File: src/rtl/avalon_burst_sequencer.sv
// avalon_burst_sequencer: splits one large read/write request into Avalon bursts of <= MAX_BURST_LEN words.
// Latency: first enable 2 cycles after accept, 2-cycle enable-to-enable gap, cmd_done 1 cycle after FIN.
// Backpressure: one burst outstanding, held until user_done; req_ready only in IDLE.
// Optional macro AVM_BURST_BOUNDARY_EN: additionally stop each burst at the next BURST_BOUNDARY.
module avalon_burst_sequencer #(
   parameter int C_AVM_ADDR_WIDTH = 32,
   parameter int C_AVM_DATA_WIDTH = 32,
   parameter int SIZE_WIDTH       = 32,
   parameter int MAX_BURST_LEN    = 256,
   parameter int BURST_BOUNDARY   = 4096
) (
   input  logic                        ACLK,
   input  logic                        ARESET,
   input  logic                        req_valid,
   output logic                        req_ready,
   input  logic                        req_write,
   input  logic [C_AVM_ADDR_WIDTH-1:0] req_addr,
   input  logic [SIZE_WIDTH-1:0]       req_size,
   output logic                        cmd_busy,
   output logic                        cmd_done,
   output logic [C_AVM_ADDR_WIDTH-1:0] user_addr,
   output logic                        user_read_enable,
   output logic                        user_write_enable,
   output logic [8:0]                  user_word_size,
   input  logic                        user_done
);

   localparam int AW  = C_AVM_ADDR_WIDTH;
   localparam int SW  = SIZE_WIDTH;
   localparam int BPW = C_AVM_DATA_WIDTH / 8;
   // Compare width large enough for any of the three length limits without overflow.
   localparam int CW  = ((SW > AW) ? SW : AW) + 1;

`ifdef AVM_BURST_BOUNDARY_EN
   localparam bit BOUNDARY_EN = 1'b1;
`else
   localparam bit BOUNDARY_EN = 1'b0;
`endif

   typedef enum logic [1:0] {IDLE, CALC, ISSUE, FIN} state_t;

   state_t          state;
   state_t          state_nxt;
   logic            is_write;
   logic [AW-1:0]   cur_addr;
   logic [SW-1:0]   remaining;
   logic            req_fire;
   logic            last_burst;
   logic [AW-1:0]   bnd_off;
   logic [CW-1:0]   lim_rem;
   logic [CW-1:0]   lim_max;
   logic [CW-1:0]   lim_bnd;
   logic [CW-1:0]   len_a;
   logic [CW-1:0]   len_b;
   logic [8:0]      len;

   assign req_fire   = req_valid && req_ready;
   assign last_burst = (remaining == SW'(user_word_size));

   // Burst length: smallest of words remaining, MAX_BURST_LEN and (optionally) words left to the boundary.
   always_comb begin
      bnd_off = cur_addr & AW'(BURST_BOUNDARY - 1);
      lim_rem = CW'(remaining);
      lim_max = CW'(MAX_BURST_LEN);
      lim_bnd = (CW'(BURST_BOUNDARY) - CW'(bnd_off)) / CW'(BPW);
      len_a   = (lim_rem < lim_max) ? lim_rem : lim_max;
      len_b   = (BOUNDARY_EN && (lim_bnd < len_a)) ? lim_bnd : len_a;
      len     = 9'(len_b);
   end

   // State register; reset drops any request in flight.
   always_ff @(posedge ACLK) begin
      if (ARESET) state <= IDLE;
      else        state <= state_nxt;
   end

   // Next-state logic.
   always_comb begin
      state_nxt = state;
      case (state)
         IDLE:    if (req_fire) state_nxt = (req_size == '0) ? FIN : CALC;
         CALC:    state_nxt = ISSUE;
         ISSUE:   if (user_done) state_nxt = last_burst ? FIN : CALC;
         FIN:     state_nxt = IDLE;
         default: state_nxt = IDLE;
      endcase
   end

   // Request latch, per-burst command registers and the registered completion pulse.
   always_ff @(posedge ACLK) begin
      if (ARESET) begin
         is_write       <= 1'b0;
         cur_addr       <= '0;
         remaining      <= '0;
         user_addr      <= '0;
         user_word_size <= '0;
         cmd_done       <= 1'b0;
      end else begin
         cmd_done <= (state == FIN);
         case (state)
            IDLE: begin
               if (req_fire) begin
                  is_write  <= req_write;
                  cur_addr  <= req_addr & ~AW'(BPW - 1);
                  remaining <= req_size;
               end
            end
            CALC: begin
               user_word_size <= len;
               user_addr      <= cur_addr;
            end
            ISSUE: begin
               if (user_done) begin
                  remaining <= remaining - SW'(user_word_size);
                  cur_addr  <= cur_addr + AW'(user_word_size) * AW'(BPW);
               end
            end
            default: ;
         endcase
      end
   end

   // Handshake and command enables decoded from the state; req_ready held low while reset is high.
   always_comb begin
      req_ready         = (state == IDLE) && !ARESET;
      cmd_busy          = (state != IDLE);
      user_read_enable  = (state == ISSUE) && !is_write;
      user_write_enable = (state == ISSUE) && is_write;
   end

endmodule

File: config.mk
export PLATFORM = sky130hd
export DESIGN_NAME = avalon_burst_sequencer
export DESIGN_NICKNAME = d
export VERILOG_FILES = /design/src/rtl/avalon_burst_sequencer.sv
export SDC_FILE = /design/constraint.sdc
export NUM_CORES = 1
export LEC_CHECK = 0
export CORE_MARGIN = 4
export CORE_UTILIZATION = 40
export DETAILED_ROUTE_END_ITERATION = 12
export HOLD_SLACK_MARGIN = 0.02
export PLACE_DENSITY = 0.74
export SLEW_MARGIN = 20
export SYNTH_ARGS = -nofsm -noshare
export SYNTH_HDL_FRONTEND = slang
export SYNTH_SLANG_ARGS = --single-unit
export TNS_END_PERCENT = 20
File: constraint.sdc
create_clock -name ACLK -period 2.75 [get_ports ACLK]
set_input_delay 0.55 -clock ACLK [delete_from_list [all_inputs] [get_ports ACLK]]
set_output_delay 0.55 -clock ACLK [all_outputs]
set_load 0.02 [all_outputs]
==> results.sh <==
export IMPL_drt_wl_total_um=18910
export IMPL_io_pins=115
export IMPL_min_period_ps=2620
export IMPL_max_freq_ghz=0.3816
export IMPL_ys_ff_latch=105
export IMPL_antenna_found_initial=0
export IMPL_die_w_um=131.4
export IMPL_maxSlewHeadroom_pct=52.69
export IMPL_worst_path_largest_cell_delay_ps=600
export IMPL_fillers=1424
export IMPL_power_density_nw_per_um2=492.4
export IMPL_cts_sinks=105
export IMPL_clkLatencyLatePin_ps=360
export IMPL_final_cell_mix="nand2_1, clkdlybuf4s50_1, dfxtp_1, a21oi_1, nor2_1"
export IMPL_die_h_um=131.4
export IMPL_r2r_end="cur_addr[24]"
export IMPL_grt_pass1_vias=6094
export IMPL_cp_depth=3
export IMPL_syn_area_um2=6087
export IMPL_p_switching_mw=1.141
export IMPL_path_cells="nor2b_2 > and2_1 > clkdlybuf4s50_1"
export IMPL_clkPwrFrac_pct=35.6
export IMPL_syn2layout_area_growth_pct=30.98
export IMPL_via_per_inst=5.822
export IMPL_cts_tree="yes"
export IMPL_drc_errors=0
export IMPL_finalClockSkew_ps=8.155
export IMPL_cp_endpoint="user_write_enable"
export IMPL_dp_slack_ps=-73.65
export IMPL_first_iter_violations=615
export IMPL_grt_use_total_pct=21.36
export IMPL_clk_path_buf_depth=2
export IMPL_setup_ws_ps=129.7
export IMPL_cp_start_kind="flip-flop"
export IMPL_ir_drop_v=0.0003284
export IMPL_overflow=0
export IMPL_rows=44
export IMPL_gp_congestion=0.9170
export IMPL_synthArstFlopShare_pct=0
export IMPL_max_cap_viol_count=0
export IMPL_dpl_cell_count=1094
export IMPL_post_drt_wl_per_cell_um=17.04
export IMPL_drt_pass1_iterations=5
export IMPL_root_buffer="clkbuf_16"
export IMPL_p_int_mw=2.785
export IMPL_numCtsBuffers=9
export IMPL_h_tree_depth=3
export IMPL_grt_pass1_wl_um=30700
export IMPL_synth_warning_count=0
export IMPL_ys_seq_area_share_pct=34.53
export IMPL_path_delay_family="buffers and inverters"
export IMPL_nets=1010
export IMPL_drive_gt1_share_pct=10.26
export IMPL_antennaDiodeCount=0
export IMPL_grt_max_degree=57
export IMPL_holdCritPathClass="reg -> reg"
export IMPL_worstPathArrival_ps=2070
export IMPL_synth_cell_type_count=63
export IMPL_criticalPathCategory="reg -> out"
export IMPL_rr_startpoint="user_word_size[0]"
export IMPL_synth_edff_count=0
export IMPL_port_buffers=110
export IMPL_drv_slew=0
export IMPL_critPathMaxFanout=11
export IMPL_period_share_pct=95.28
export IMPL_netlist_instances=804
export IMPL_path_buf_inv=1
export IMPL_setup_viol=0
export IMPL_rrSetupSlack_ps=190
export IMPL_leakage_nw=2.833
export IMPL_core_area_um2=14700
export IMPL_initial_utilization_pct=41.41
export IMPL_postSynthAreaPerCell_um2=7.571
export IMPL_combPwrFrac_pct=21.9
export IMPL_rsz0062_at_grt="no"
export IMPL_status="completed"
export IMPL_hold_violations=0
export IMPL_cp_end_kind="primary output"
export IMPL_ant_nets=0
export IMPL_tightest_slew_ps=702.3
export IMPL_cp_required_ps=2200
export IMPL_die_area_um2=17260
export IMPL_slowest_stage="clkdlybuf4s50_1"
export IMPL_num_vias=6462
export IMPL_reg2reg_depth=10
export IMPL_final_cells=1110
export IMPL_p_seq_share_pct=42.5
export IMPL_switching_share_pct=29.07
export IMPL_layout_commonest_cell="nand2_1"
export IMPL_crit_path_start="state[1]"
export IMPL_place_hpwl_um=13910
export IMPL_synthFlopType="dfxtp_1"
export IMPL_path_clk_slew_ps=70
export IMPL_holdPathStages=2
-- layout make-up --
type	instances	area (um2)	area share (%)
inverters	17	63.81	0.8004
repair buffers	161	1519	19.05
multi-input cells	627	3739	46.89
flip-flops and latches	105	2102	26.37
well taps	184	230.2	2.888
clock inverters	7	93.84	1.177
clock buffers	9	225.2	2.825
-- stage by stage --
| step | hold WS (ps) | cell area, um2 | utilization (%) | setup TNS [ps] | power, mW |
|---|---|---|---|---|---|
| floorplan | 443.4 | 6091 | - | 0 | 2.184 |
| global placement | 441.1 | 7641 | 51.98 | -23.70 | 2.536 |
| detailed placement | 447.5 | 7641 | 51.98 | -173.0 | 2.546 |
| CTS | 457.0 | 7960 | 54.15 | 0 | 3.941 |
| global route | 470.5 | 7973 | 54.24 | 0 | 4.106 |
| finish | 453.0 | 7973 | 54.24 | 0 | 3.926 |
-- metal layers --
layer / share of wire (%) / GRT usage (%) / routed length [um] / vias up
li1: - / - / - / 3201
met5: 0 / 0 / 0 / -
met2: 47 / 35.80 / 8884 / 249
met4: 2.1 / 7.993 / 405 / 0
met3: 6.8 / 3.020 / 1278 / 31
met1: 44 / 28.10 / 8341 / 2981
-- state kept, by name (all words and copies together) (netlist names) --
name	flops
state	2
user_addr	30
is_write	1
cur_addr	30
user_word_size	9
cmd_done	1
remaining	32
-- synth_stat cells, types with 16 or more instances --
cell type	count	area, um2
ha_1	18	225.2
nor4_1	18	112.6
inv_1	17	63.81
a31oi_1	22	137.6
nand2_1	138	518.0
nand3_1	33	165.2
nor3_1	23	115.1
nor2_1	58	217.7
clkbuf_1	47	176.4
dfxtp_1	105	2102
a22oi_1	25	187.7
o21ai_0	29	145.1
a21oi_1	71	355.3
a211oi_1	16	120.1
-- power groups by stage --
| stage | clock network, mW | logic (mW) | registers [mW] |
|---|---|---|---|
| finish | 1.40 | 0.859 | 1.67 |
| global placement | 0 | 0.836 | 1.70 |
| floorplan | 0 | 0.505 | 1.68 |
| global route | 1.48 | 0.943 | 1.68 |
| CTS | 1.43 | 0.848 | 1.67 |
| detailed placement | 0 | 0.845 | 1.70 |
-- logic make-up (layout without fill, tap and decap cells) --
| group | Yosys count | after routing | share of synthesized area [%] |
|---|---|---|---|
| mux | 14 | 14 | 2.405 |
| compound gates | 236 | 236 | 25.10 |
| fa+ha+maj | 20 | 20 | 4.358 |
| other cells | 1 | 2 | 0.06161 |
| xor+xnor | 9 | 9 | 1.295 |
| buf+inv | 73 | 194 | 4.707 |
| simple gates | 346 | 346 | 27.54 |
| flops | 105 | 105 | 34.53 |
-- tightest hold or removal path: stages, from the launching register on --
cell,delay [ps]
dfxtp_1,310
nand2_1,50
a21oi_1,50
-- worst min path at each step --
stage                  start       endpoint  slack [ps]
2_1_floorplan  remaining[12]  remaining[12]         440
3_3_place_gp   user_addr[19]  user_addr[19]         440
3_5_place_dp   user_addr[15]  user_addr[15]         450
4_1_cts        user_addr[15]  user_addr[15]         460
5_1_grt         user_addr[2]   user_addr[2]         470
6_report        user_addr[8]   user_addr[8]         450
-- repair_timing --
| action | CTS | global route |
|---|---|---|
| setup buffers | 0 | 0 |
| hold buffers | 0 | 0 |
| resized for setup | 0 | 3 |
| setup endpoints to repair | 0 | 4 |
(Power assumes the default switching activity.)
